File: src/rtl/neuron_pkg.sv
// neuron_pkg: shared defaults for the neuron spike-processing blocks.
package neuron_pkg;

    localparam int ISI_W_DEF      = 16;
    localparam int CNT_W_DEF      = 16;
    localparam int FIFO_DEPTH_DEF = 8;

    localparam logic [ISI_W_DEF-1:0] ISI_SAT = '1;

endpackage

File: src/rtl/spike_sync_fifo.sv
// spike_sync_fifo: single-clock first-word-fall-through FIFO with async reset.
// A push into a full FIFO is accepted only when a pop happens in the same cycle.
module spike_sync_fifo #(
    parameter int W     = 16,
    parameter int DEPTH = 8
) (
    input  logic         clock,
    input  logic         reset,
    input  logic         push_i,
    input  logic         pop_i,
    input  logic [W-1:0] wr_data_i,
    output logic [W-1:0] rd_data_o,
    output logic         full_o,
    output logic         empty_o
);

    localparam int AW = $clog2(DEPTH);

    logic [W-1:0]  mem_q [DEPTH];
    logic [AW-1:0] wr_ptr_q;
    logic [AW-1:0] rd_ptr_q;
    logic [AW:0]   count_q;
    logic [AW:0]   count_d;
    logic          do_push;
    logic          do_pop;

    assign empty_o   = count_q == '0;
    assign full_o    = count_q == (AW+1)'(DEPTH);
    assign rd_data_o = mem_q[rd_ptr_q];

    always_comb begin
        do_pop  = pop_i & ~empty_o;
        do_push = push_i & (~full_o | do_pop);
        count_d = count_q + (AW+1)'(do_push) - (AW+1)'(do_pop);
    end

    // Storage is cleared on reset so the head reads zero until the first push.
    always_ff @(posedge clock or posedge reset) begin
        if (reset) begin
            for (int i = 0; i < DEPTH; i++) mem_q[i] <= '0;
            wr_ptr_q <= '0;
            rd_ptr_q <= '0;
            count_q  <= '0;
        end else begin
            if (do_push) begin
                mem_q[wr_ptr_q] <= wr_data_i;
                wr_ptr_q        <= wr_ptr_q + AW'(1);
            end
            if (do_pop) rd_ptr_q <= rd_ptr_q + AW'(1);
            count_q <= count_d;
        end
    end

endmodule

File: src/rtl/spike_isi_recorder.sv
// spike_isi_recorder: detects spike onsets, measures inter-spike intervals in
// enabled cycles and queues them on a valid/ready port with count and overflow.
module spike_isi_recorder
    import neuron_pkg::*;
#(
    parameter int ISI_W = ISI_W_DEF,
    parameter int DEPTH = FIFO_DEPTH_DEF,
    parameter int CNT_W = CNT_W_DEF
) (
    input  logic             clock,
    input  logic             reset,
    input  logic             spike,
    input  logic             enable,
    input  logic             clear_ovf,
    output logic             rd_valid,
    input  logic             rd_ready,
    output logic [ISI_W-1:0] rd_data,
    output logic [CNT_W-1:0] spike_count,
    output logic             overflow
);

    localparam logic [ISI_W-1:0] SAT = '1;

    logic             spike_q;
    logic             armed_q;
    logic             armed_d;
    logic             ovf_q;
    logic             ovf_d;
    logic [ISI_W-1:0] timer_q;
    logic [ISI_W-1:0] timer_d;
    logic [CNT_W-1:0] cnt_q;
    logic [CNT_W-1:0] cnt_d;
    logic             onset;
    logic             push;
    logic             pop;
    logic             full;
    logic             empty;

    assign rd_valid    = ~empty;
    assign spike_count = cnt_q;
    assign overflow    = ovf_q;

    // The first onset only arms the timer; later onsets push the elapsed count.
    always_comb begin
        onset   = enable & spike & ~spike_q;
        push    = onset & armed_q;
        pop     = rd_valid & rd_ready;
        timer_d = !enable ? timer_q :
                  onset ? ISI_W'(1) :
                  (armed_q && timer_q != SAT) ? timer_q + ISI_W'(1) : timer_q;
        armed_d = armed_q | onset;
        cnt_d   = cnt_q + CNT_W'(onset);
        ovf_d   = (push & full & ~pop) | (ovf_q & ~clear_ovf);
    end

    always_ff @(posedge clock or posedge reset) begin
        if (reset) begin
            spike_q <= 1'b0;
            armed_q <= 1'b0;
            timer_q <= '0;
            cnt_q   <= '0;
            ovf_q   <= 1'b0;
        end else begin
            spike_q <= spike;
            armed_q <= armed_d;
            timer_q <= timer_d;
            cnt_q   <= cnt_d;
            ovf_q   <= ovf_d;
        end
    end

    spike_sync_fifo #(
        .W     (ISI_W),
        .DEPTH (DEPTH)
    ) u_fifo (
        .clock     (clock),
        .reset     (reset),
        .push_i    (push),
        .pop_i     (pop),
        .wr_data_i (timer_q),
        .rd_data_o (rd_data),
        .full_o    (full),
        .empty_o   (empty)
    );

endmodule

File: config.mk
export PLATFORM = sky130hd
export DESIGN_NAME = spike_isi_recorder
export DESIGN_NICKNAME = d
export VERILOG_FILES = /design/src/rtl/neuron_pkg.sv /design/src/rtl/spike_sync_fifo.sv /design/src/rtl/spike_isi_recorder.sv
export SDC_FILE = /design/constraint.sdc
export NUM_CORES = 1
export LEC_CHECK = 0
export ABC_AREA = 1
export CAP_MARGIN = 0
export CORE_MARGIN = 1
export CORE_UTILIZATION = 25
export CTS_CLUSTER_DIAMETER = 60
export CTS_CLUSTER_SIZE = 12
export DETAILED_ROUTE_END_ITERATION = 16
export GPL_ROUTABILITY_DRIVEN = 0
export GPL_TIMING_DRIVEN = 0
export PLACE_DENSITY = 0.42
export SLEW_MARGIN = 20
export SYNTH_ARGS = -nofsm -noshare
export SYNTH_HDL_FRONTEND = slang
export SYNTH_SLANG_ARGS = --single-unit
export TNS_END_PERCENT = 5
File: constraint.sdc
create_clock -name clock -period 19.25 [get_ports clock]
set_clock_uncertainty 0.1 [all_clocks]
set_input_delay 4.8125 -clock clock [delete_from_list [all_inputs] [get_ports clock]]
set_output_delay 4.8125 -clock clock [all_outputs]
set_load 0.03 [all_outputs]
==> results.ini <==
[power]
power.total_mw = 1.36
peakVddDrop_mv = 0.0672
power_density_mw_per_mm2 = 137
power_leakage_nw = 4.49

[global_routing]
grtUsageTotal_pct = 16.2
grt_first_pass_wirelength_mm = 41.2
grt_max_degree = 83
antenna_found_initial = 0
grt_pass1_vias = 6847
grt_overflow = 0

[critical_path]
slowest_stage = clkdlybuf4s50_1
path_buf_inv = 4
worst_path_largest_cell_delay_ns = 0.69
cp.required_ns = 14.34
crit_path_start_kind = register
crit_type = register to primary output
critPathArrivalTime_ns = 3.13
cp_cell_sequence = inv_1 -> clkbuf_1 -> clkbuf_1 -> nor2_1 -> o21ai_0 -> nand2_1 -> nand2_1 -> clkdlybuf4s50_1
path_delay_family = buffers and inverters
cp_max_fo = 10
endpoint_kind = primary output

[clock_tree]
numCtsBuffers = 17
cts_hold_buf = 0
cts_max_level = 4
cts_resized = 0
clock-sinks = 173
cts_setup_buffers = 0
clock-root-buffer = clkbuf_16
clk_pin_slew_ns = 0.07
clkLatencyLatePin_ns = 0.43
cts_tree = done
cts.path.max_buffers = 2

[detailed_routing]
ant_nets = 0
drt_iter0_markers = 464
wl_mm = 25.6
drt_first_pass_iters = 5
num_vias = 6829
viasPerCell = 4.47
drc_errors = 0
routedWlPerCell_um = 16.7

[final_layout]
finalNetCount = 1090
fillCellCount = 3552
fin_util_pct = 30.4
diodes = 0
mostFrequentLayoutCells = 288 x nand2_1, 197 x o21ai_0, 173 x dfrtp_1
drive_above_1_share_pct = 9.02
final_common_cell = nand2_1
area_growth_syn_to_layout_pct = 19.4

[die]
die_h_um = 184
die_w_um = 184
ios = 40
coreArea_mm2 = 0.0326
rows = 66
initial_utilization_pct = 25.5
die_area_mm2 = 0.0339

[synth]
seq_area_frac_synth_pct = 52.1
synth_top_area_share_pct = 52.1
syn_avg_cell_area_um2 = 8.20
synth_area_leaders = dfrtp_1 52%, nand2_1 13%, o21ai_0 12%
yosysTopAreaCell = dfrtp_1
ys_types = 37
syn_inst = 1013
ys_warn_count = 0
syn-cell-area_mm2 = 0.00830
synth.net_count = 1030
synth_seq_cells = 173

[placed_design]
portBuffers = 39
post-dp-hpwl_mm = 18.4

[flow_run]
cap_violations = 0

[hold_path]
hold_class = register to register

[sta]
finalCritPeriodShare_pct = 41.8
hold_viol = 0
final-max-slew-violation-count = 0
clock.fmax_mhz = 124
timing.slew.headroom_pct = 48.9
whs_ns = 0.377
finalSetupViolations = 0
worstMarginPinSlew_ns = 0.767
fin_crit_ns = 8.04
rsz0062_at_grt = false
setup_tns_ns = 0

[run_status]
status = finished, final reports clean

-- cells by family (layout without fill, tap and decap cells) --
kind of cell	count (synthesis)	in the layout	share of synthesized area, %
buf+inv	99	172	5.70
compound gates	220	220	14.0
simple gates	488	488	24.1
fa+ha+maj	11	11	1.75
mux	1	1	0.136
flops	173	173	52.1
xor+xnor	21	21	2.21
-- power breakdown --
group          leakage [nW]  switching, mW  total (mW)  internal (mW)
Clock                 0.294          0.156       0.364          0.209
Combinational          1.86          0.368       0.545          0.177
Sequential             2.34         0.0376       0.452          0.414
-- area by class of cell --
cell class                 count  area [um2]  share of cell area, %
inverter                      45         179                   1.80
sequential                   173        4330                   43.7
clock inverter                13         164                   1.65
clock buffer                  19         443                   4.47
multi-input combinational    741        3500                   35.3
tap                          442         553                   5.58
buffer                        54         302                   3.04
timing repair buffer          41         445                   4.49
-- worst paths after layout --
| kind | startpoint | end | slack (ns) | depth (start not counted) |
|---|---|---|---|---|
| max in group asynchronous | reset | u_fifo.mem_q[126] | 13.40 | 4 |
| min reg2reg | u_fifo.mem_q[17] | u_fifo.mem_q[17] | 0.38 | 2 |
| min | u_fifo.mem_q[17] | u_fifo.mem_q[17] | 0.38 | 2 |
| min in group asynchronous | reset | u_fifo.mem_q[50] | 4.60 | 2 |
| max reg2reg | u_fifo.count_q[2] | u_fifo.count_q[2] | 16.71 | 12 |
| max | u_fifo.rd_ptr_q[0] | rd_data[1] | 11.21 | 8 |
-- per-stage QoR --
stage          instances  setup WS [ns]  area (um2)
2_1_floorplan       1013           9.65        8300
3_3_place_gp        1494           6.55        9250
3_5_place_dp        1496          11.59        9310
4_1_cts             1528          11.11        9920
5_1_grt             1528          10.98        9920
6_report            1528          11.21        9920
-- per-layer routing --
metal / wire, um / vias to the layer above / GRT usage (%)
met3: 861 / 26 / 2.41
met2: 11800 / 115 / 25.4
met4: 468 / 0 / 5.63
li1: - / 3405 / -
met5: 0 / - / 0
met1: 12400 / 3283 / 22.6
-- worst min-delay path: stages (launching register included) --
cell	delay, ns
dfrtp_1	0.34
nand2_1	0.06
nand2_1	0.05
-- cell usage after synthesis (all sizes together) --
cell type / count
xor2: 16
a21oi: 1
clkbuf: 25
xnor2: 5
nor2: 129
clkinv: 2
fa: 1
mux2: 1
o21ai: 218
o22ai: 1
nand3: 49
nand4: 7
ha: 10
inv: 43
nor3: 4
nor3b: 1
nand3b: 2
dfrtp: 173
or2: 2
nand2: 294
buf: 29
-- registers in the layout, summed over array words and instances (netlist names) --
signal           count
u_fifo.mem_q       128
u_fifo.wr_ptr_q      3
u_fifo.rd_ptr_q      3
spike_count         16
overflow             1
u_fifo.count_q       4
spike_q              1
timer_q             16
armed_q              1
Power figures use the tool's default switching activity.
